==> src/rtl/prediction_reader.sv <==
// prediction_reader: IF-stage read side of the branch-prediction tables.
// Resolves write-port-2 collisions on stat/trend counts, picks the predictor
// with the best signed stat count (trend breaks ties, then GHP > LHP > SP),
// and carries the prediction metadata down the IF->ID->EX pipeline registers.
module prediction_reader #(
    parameter int unsigned JUMP_STATUS_COUNTER_WIDTH = 2,
    parameter int unsigned STAT_COUNTER_WIDTH        = 5
) (
    input  logic                                 clk,
    input  logic                                 rst_n,
    input  logic                                 PL_stall,
    input  logic                                 flush_id,
    input  logic                                 flush_ex,
    input  logic                                 branch_valid,
    input  logic [2:0]                           addr,
    input  logic                                 RD_SP_index,
    input  logic [JUMP_STATUS_COUNTER_WIDTH-1:0] RD_LHP_count,
    input  logic [JUMP_STATUS_COUNTER_WIDTH-1:0] RD_GHP_count,
    input  logic [STAT_COUNTER_WIDTH-1:0]        RD_SP_stat_count,
    input  logic [STAT_COUNTER_WIDTH-1:0]        RD_LHP_stat_count,
    input  logic [STAT_COUNTER_WIDTH-1:0]        RD_GHP_stat_count,
    input  logic [2:0]                           RD_SP_trend_count,
    input  logic [2:0]                           RD_LHP_trend_count,
    input  logic [2:0]                           RD_GHP_trend_count,
    input  logic [2:0]                           WR_addr2,
    input  logic                                 WR_SP_en2,
    input  logic                                 WR_LHP_en2,
    input  logic                                 WR_GHP_en2,
    input  logic [STAT_COUNTER_WIDTH-1:0]        WR_SP_stat_count2,
    input  logic [STAT_COUNTER_WIDTH-1:0]        WR_LHP_stat_count2,
    input  logic [STAT_COUNTER_WIDTH-1:0]        WR_GHP_stat_count2,
    input  logic [2:0]                           WR_SP_trend_count2,
    input  logic [2:0]                           WR_LHP_trend_count2,
    input  logic [2:0]                           WR_GHP_trend_count2,
    output logic                                 prediction_en,
    output logic                                 prediction_result,
    output logic [1:0]                           pred_sel,
    output logic                                 SP_prediction_result,
    output logic [JUMP_STATUS_COUNTER_WIDTH-1:0] LHP_count,
    output logic [JUMP_STATUS_COUNTER_WIDTH-1:0] GHP_count,
    output logic [STAT_COUNTER_WIDTH-1:0]        SP_stat_count,
    output logic [STAT_COUNTER_WIDTH-1:0]        LHP_stat_count,
    output logic [STAT_COUNTER_WIDTH-1:0]        GHP_stat_count,
    output logic [2:0]                           SP_trend_count,
    output logic [2:0]                           LHP_trend_count,
    output logic [2:0]                           GHP_trend_count,
    output logic                                 SP_prediction_result_id,
    output logic [JUMP_STATUS_COUNTER_WIDTH-1:0] LHP_count_id,
    output logic [JUMP_STATUS_COUNTER_WIDTH-1:0] GHP_count_id,
    output logic [STAT_COUNTER_WIDTH-1:0]        SP_stat_count_id,
    output logic [STAT_COUNTER_WIDTH-1:0]        LHP_stat_count_id,
    output logic [STAT_COUNTER_WIDTH-1:0]        GHP_stat_count_id,
    output logic [2:0]                           SP_trend_count_id,
    output logic [2:0]                           LHP_trend_count_id,
    output logic [2:0]                           GHP_trend_count_id,
    output logic                                 prediction_result_id,
    output logic [2:0]                           addr_id,
    output logic                                 valid_id,
    output logic                                 SP_prediction_result_ex,
    output logic [JUMP_STATUS_COUNTER_WIDTH-1:0] LHP_count_ex,
    output logic [JUMP_STATUS_COUNTER_WIDTH-1:0] GHP_count_ex,
    output logic [STAT_COUNTER_WIDTH-1:0]        SP_stat_count_ex,
    output logic [STAT_COUNTER_WIDTH-1:0]        LHP_stat_count_ex,
    output logic [STAT_COUNTER_WIDTH-1:0]        GHP_stat_count_ex,
    output logic [2:0]                           SP_trend_count_ex,
    output logic [2:0]                           LHP_trend_count_ex,
    output logic [2:0]                           GHP_trend_count_ex,
    output logic                                 prediction_result_ex,
    output logic [2:0]                           addr_ex,
    output logic                                 valid_ex
);

    typedef enum logic [1:0] {
        SEL_SP  = 2'd0,
        SEL_LHP = 2'd1,
        SEL_GHP = 2'd2
    } sel_t;

    // One pipeline slot worth of prediction metadata.
    typedef struct packed {
        logic                                 sp_dir;
        logic [JUMP_STATUS_COUNTER_WIDTH-1:0] lhp_count;
        logic [JUMP_STATUS_COUNTER_WIDTH-1:0] ghp_count;
        logic [STAT_COUNTER_WIDTH-1:0]        sp_stat;
        logic [STAT_COUNTER_WIDTH-1:0]        lhp_stat;
        logic [STAT_COUNTER_WIDTH-1:0]        ghp_stat;
        logic [2:0]                           sp_trend;
        logic [2:0]                           lhp_trend;
        logic [2:0]                           ghp_trend;
        logic                                 pred;
        logic [2:0]                           addr;
        logic                                 valid;
    } meta_t;

    meta_t if_meta;
    meta_t id_q;
    meta_t ex_q;

    sel_t                          best_sel;
    logic [STAT_COUNTER_WIDTH-1:0] best_stat;
    logic [2:0]                    best_trend;
    logic                          best_dir;

    // a beats b strictly: higher signed stat, or equal stat and higher signed trend
    function automatic logic beats(input logic [STAT_COUNTER_WIDTH-1:0] stat_a,
                                   input logic [2:0]                    trend_a,
                                   input logic [STAT_COUNTER_WIDTH-1:0] stat_b,
                                   input logic [2:0]                    trend_b);
        return ($signed(stat_a) > $signed(stat_b)) ||
               ((stat_a == stat_b) && ($signed(trend_a) > $signed(trend_b)));
    endfunction

    // Bypass write port 2 onto stat/trend counts when it targets the same entry
    always_comb begin
        SP_prediction_result = RD_SP_index;
        LHP_count            = RD_LHP_count;
        GHP_count            = RD_GHP_count;
        SP_stat_count        = RD_SP_stat_count;
        SP_trend_count       = RD_SP_trend_count;
        LHP_stat_count       = RD_LHP_stat_count;
        LHP_trend_count      = RD_LHP_trend_count;
        GHP_stat_count       = RD_GHP_stat_count;
        GHP_trend_count      = RD_GHP_trend_count;
        if (WR_SP_en2 && (WR_addr2 == addr)) begin
            SP_stat_count  = WR_SP_stat_count2;
            SP_trend_count = WR_SP_trend_count2;
        end
        if (WR_LHP_en2 && (WR_addr2 == addr)) begin
            LHP_stat_count  = WR_LHP_stat_count2;
            LHP_trend_count = WR_LHP_trend_count2;
        end
        if (WR_GHP_en2 && (WR_addr2 == addr)) begin
            GHP_stat_count  = WR_GHP_stat_count2;
            GHP_trend_count = WR_GHP_trend_count2;
        end
    end

    // Predictor selection: start from GHP and only switch on a strict win,
    // which yields the GHP > LHP > SP priority on a full tie
    always_comb begin
        best_sel   = SEL_GHP;
        best_stat  = GHP_stat_count;
        best_trend = GHP_trend_count;
        best_dir   = GHP_count[JUMP_STATUS_COUNTER_WIDTH-1];
        if (beats(LHP_stat_count, LHP_trend_count, best_stat, best_trend)) begin
            best_sel   = SEL_LHP;
            best_stat  = LHP_stat_count;
            best_trend = LHP_trend_count;
            best_dir   = LHP_count[JUMP_STATUS_COUNTER_WIDTH-1];
        end
        if (beats(SP_stat_count, SP_trend_count, best_stat, best_trend)) begin
            best_sel   = SEL_SP;
            best_stat  = SP_stat_count;
            best_trend = SP_trend_count;
            best_dir   = SP_prediction_result;
        end
        pred_sel          = branch_valid ? best_sel : SEL_SP;
        prediction_result = branch_valid & best_dir;
    end

    assign prediction_en = branch_valid && !PL_stall && !flush_id;

    assign if_meta = '{
        sp_dir:    SP_prediction_result,
        lhp_count: LHP_count,
        ghp_count: GHP_count,
        sp_stat:   SP_stat_count,
        lhp_stat:  LHP_stat_count,
        ghp_stat:  GHP_stat_count,
        sp_trend:  SP_trend_count,
        lhp_trend: LHP_trend_count,
        ghp_trend: GHP_trend_count,
        pred:      prediction_result,
        addr:      addr,
        valid:     branch_valid && !flush_id
    };

    // IF->ID->EX registers: reset clears, flush_ex kills valids, stall holds
    always_ff @(posedge clk) begin
        if (!rst_n) begin
            id_q <= '0;
            ex_q <= '0;
        end else if (flush_ex) begin
            id_q.valid <= 1'b0;
            ex_q.valid <= 1'b0;
        end else if (!PL_stall) begin
            ex_q <= id_q;
            id_q <= if_meta;
        end
    end

    assign SP_prediction_result_id = id_q.sp_dir;
    assign LHP_count_id            = id_q.lhp_count;
    assign GHP_count_id            = id_q.ghp_count;
    assign SP_stat_count_id        = id_q.sp_stat;
    assign LHP_stat_count_id       = id_q.lhp_stat;
    assign GHP_stat_count_id       = id_q.ghp_stat;
    assign SP_trend_count_id       = id_q.sp_trend;
    assign LHP_trend_count_id      = id_q.lhp_trend;
    assign GHP_trend_count_id      = id_q.ghp_trend;
    assign prediction_result_id    = id_q.pred;
    assign addr_id                 = id_q.addr;
    assign valid_id                = id_q.valid;

    assign SP_prediction_result_ex = ex_q.sp_dir;
    assign LHP_count_ex            = ex_q.lhp_count;
    assign GHP_count_ex            = ex_q.ghp_count;
    assign SP_stat_count_ex        = ex_q.sp_stat;
    assign LHP_stat_count_ex       = ex_q.lhp_stat;
    assign GHP_stat_count_ex       = ex_q.ghp_stat;
    assign SP_trend_count_ex       = ex_q.sp_trend;
    assign LHP_trend_count_ex      = ex_q.lhp_trend;
    assign GHP_trend_count_ex      = ex_q.ghp_trend;
    assign prediction_result_ex    = ex_q.pred;
    assign addr_ex                 = ex_q.addr;
    assign valid_ex                = ex_q.valid;

endmodule

==> config.mk <==
export PLATFORM = sky130hd
export DESIGN_NAME = prediction_reader
export DESIGN_NICKNAME = d
export VERILOG_FILES = /design/src/rtl/prediction_reader.sv
export SDC_FILE = /design/constraint.sdc
export NUM_CORES = 1
export LEC_CHECK = 0
export ABC_AREA = 1
export BUFFER_PORTS_ARGS = -buffer_cell sky130_fd_sc_hd__buf_2
export CORE_MARGIN = 2
export CORE_UTILIZATION = 48
export CTS_BUF_LIST = sky130_fd_sc_hd__clkbuf_16
export DETAILED_ROUTE_END_ITERATION = 7
export HOLD_SLACK_MARGIN = 0.08
export MAX_ROUTING_LAYER = met4
export PLACE_DENSITY = 0.85
export SLEW_MARGIN = 20
export SYNTH_ARGS = -nofsm -noshare
export SYNTH_HDL_FRONTEND = slang
export SYNTH_SLANG_ARGS = --single-unit
==> constraint.sdc <==
create_clock -name clk -period 4.7 [get_ports clk]
set_input_delay 0.47 -clock clk [delete_from_list [all_inputs] [get_ports clk]]
set_output_delay 0.47 -clock clk [all_outputs]
set_load 0.005 [all_outputs]
==> impl_metrics.json <==
{
  "dp_cells": 782,
  "grt_max_degree": 86,
  "maxSlewViolCount": 0,
  "crit_path_max_fanout": 11,
  "internal-power_mw": 1.24,
  "rrSetupSlack_ps": 3850,
  "yosys_warnings": 0,
  "period_share_pct": 93.1,
  "setup_viol": 0,
  "syn_to_final_growth_pct": 28.7,
  "maxCapViolCount": 0,
  "dieArea_um2": 8550,
  "drive_gt1_share_pct": 32.4,
  "cts_buffers": 9,
  "fin_hold_ws_ps": 411,
  "ys_types": 36,
  "dp_slack_ps": 157,
  "skew_ps": 3.28,
  "fillers": 696,
  "maxSlewHeadroom_pct": 40.8,
  "yosysTopAreaCell": "dfxtp_1",
  "crit_required_ps": 4230,
  "port_buffers": 168,
  "critical_path.slowest_cell": "ha_1",
  "routedWlPerCell_um": 13.5,
  "arrival_ps": 3910,
  "drt_iter0_drc": 178,
  "synthesis.area_um2": 3760,
  "status": "finished, final reports clean",
  "syn_inst": 561,
  "pwr-share-clk_pct": 41.6,
  "via_count": 4028,
  "dp_hpwl_mm": 8.15,
  "grt_pass1_vias": 3663,
  "root_buffer": "clkbuf_16",
  "worstReg2RegEnd": "addr_id[2]",
  "clk_latency_ps": 320,
  "path_class": "input port to primary output",
  "clock_path_buffers": 2,
  "yosysSeqAreaShare_pct": 36.2,
  "switching_power_mw": 0.502,
  "postRouteAntennaNets": 0,
  "min_path_cells": 3,
  "crit_path_end_kind": "primary output",
  "clk_pin_slew_ps": 60,
  "cts_num_sinks": 68,
  "io_pins": 169,
  "r2r_cells": 2,
  "synth_top_flop_cell": "dfxtp_1",
  "comb_power_share_pct": 21.7,
  "seq_power_share_pct": 36.7,
  "min-delay-start": "RD_GHP_count[0]",
  "worstReg2RegStart": "addr_id[2]",
  "core_area_um2": 7650,
  "fin_util_pct": 63.2,
  "netSwitchingFraction_pct": 28.9,
  "drc_errors": 0,
  "die_h_um": 92.5,
  "grt_first_pass_wirelength_mm": 17.0,
  "setup_slack_ps": 323,
  "start_util_pct": 49.1,
  "dpl_cell_area_um2": 4440,
  "fin_cells": 805,
  "worstMarginPinSlew_ps": 888,
  "tns_ps": 0,
  "avgSynthCellArea_um2": 6.70,
  "synth_nets": 641,
  "critPathMostFrequentCell": "nand2_1",
  "avgViaCountPerCell": 5.00,
  "final_nets": 778,
  "rows": 32,
  "async_flop_share_pct": 0,
  "antenna_cells": 0,
  "htreeDepth": 3,
  "routed_wl_mm": 10.9,
  "cts_tree": "yes",
  "p_total_mw": 1.74,
  "dr.pass1.iters": 6,
  "overflow": 0,
  "final_area_um2": 4840,
  "cp_num_buf_inv": 9,
  "synth_top_area_share_pct": 36.2,
  "yosysMostFrequentCell": "nand2_1",
  "hp-class": "input port to flop",
  "synth_seq_cells": 68,
  "grt_usage_pct": 25.4,
  "gp_congestion": 0.877,
  "cp_top_family": "simple AND/OR/NAND/NOR gates",
  "powerDensity_nw_per_um2": 360,
  "antenna_found_initial": 0,
  "p_leak_nw": 2.85,
  "max_freq_ghz": 0.228,
  "ir_drop_mv": 0.241,
  "final-hold-violation-count": 0,
  "crit_path_max_incr_delay_ps": 310,
  "synth-edff-count": 0,
  "fin_crit_ps": 4380,
  "yosys-top-cells-count": "nand2_1, nor2_1, dfxtp_1, inv_1, o21ai_0",
  "startpoint_type": "input port",
  "die_w_um": 92.5,
  "holdPathEnd": "GHP_count_id[0]",
  "synth_area_leaders": "dfxtp_1, nand2_1, nor2_1, o21ai_0, inv_1"
}
-- worst register-to-register path, cell delays in order (launching register included) --
cell and delay, ps:
dfxtp_1 330, o21ai_0 260, a21oi_1 100
-- sequential cells by signal, summed over array words and instances (netlist names), 2 cells and up --
name / count
GHP_count_ex: 2
GHP_count_id: 2
GHP_stat_count_ex: 5
GHP_stat_count_id: 5
GHP_trend_count_ex: 3
GHP_trend_count_id: 3
LHP_count_ex: 2
LHP_count_id: 2
LHP_stat_count_ex: 5
LHP_stat_count_id: 5
LHP_trend_count_ex: 3
LHP_trend_count_id: 3
SP_stat_count_ex: 5
SP_stat_count_id: 5
SP_trend_count_ex: 3
SP_trend_count_id: 3
addr_ex: 3
addr_id: 3
-- cells by family after synthesis --
group | Yosys count | synth area share, %
adder cells (fa/ha/maj) | 12 | 3.99
buffers and inverters | 125 | 16.1
flip-flops | 68 | 36.2
AND/OR/NAND/NOR | 264 | 29.6
AO/OA/AOI/OAI | 91 | 13.8
multiplexers | 1 | 0.266
-- layout make-up --
class                   count  area, um2  area share, %
repair buffers            178        916           18.9
clock inverters             7       98.8           2.04
flip-flops and latches     68       1360           28.2
well taps                 102        128           2.64
clock buffers               9        225           4.66
inverters                  71        270           5.59
multi-input cells         370       1840           38.0
-- what timing repair did --
| item | CTS | global route |
|---|---|---|
| hold buffers | 0 | 0 |
| buffers inserted | 0 | 5 |
| gates resized for setup | 0 | 8 |
| setup endpoints to repair | 0 | 3 |
-- metal layers --
| layer | global-route usage (%) | routed length [um] |
|---|---|---|
| met1 | 29.1 | 4590 |
| met2 | 45.3 | 5450 |
| met3 | 4.72 | 716 |
| met4 | 7.09 | 127 |
| met5 | - | 0 |
-- power by group through the flow --
stage,registers (mW),logic (mW),clock network [mW]
after floorplan,0.650,0.241,0
after global routing,0.642,0.425,0.759
after detailed placement,0.649,0.361,0
after global placement,0.648,0.348,0
after CTS,0.638,0.362,0.735
final,0.638,0.377,0.724
-- how the worst max path moves through the flow --
stage	from	end	slack, ps	depth (start not counted)
6_report	addr[1]	prediction_result	320	32
3_5_place_dp	addr[0]	prediction_result	160	34
4_1_cts	addr[0]	prediction_result	150	34
3_3_place_gp	addr[0]	prediction_result	310	29
5_1_grt	addr[0]	prediction_result	-7	35
2_1_floorplan	addr[0]	prediction_result	750	29
-- cell usage in the layout (no fill, tap or decap), types with 2 or more instances in the layout --
master     count
ha_1          12
or2_2          2
bufinv_16      2
clkinv_2       2
nand3_1        5
a21oi_1        5
buf_2        168
inv_6          2
nand2_4        2
nand3_2        2
buf_4         10
o21ai_0       55
dfxtp_1       68
nor2_1       104
nor3_1         2
o211ai_1      15
inv_2          3
o21ai_1        7
inv_1         66
nand2_2       12
nand4_1       10
o21ai_2        4
clkbuf_16      9
nand2_1      119
Power figures use the tool's default switching activity.
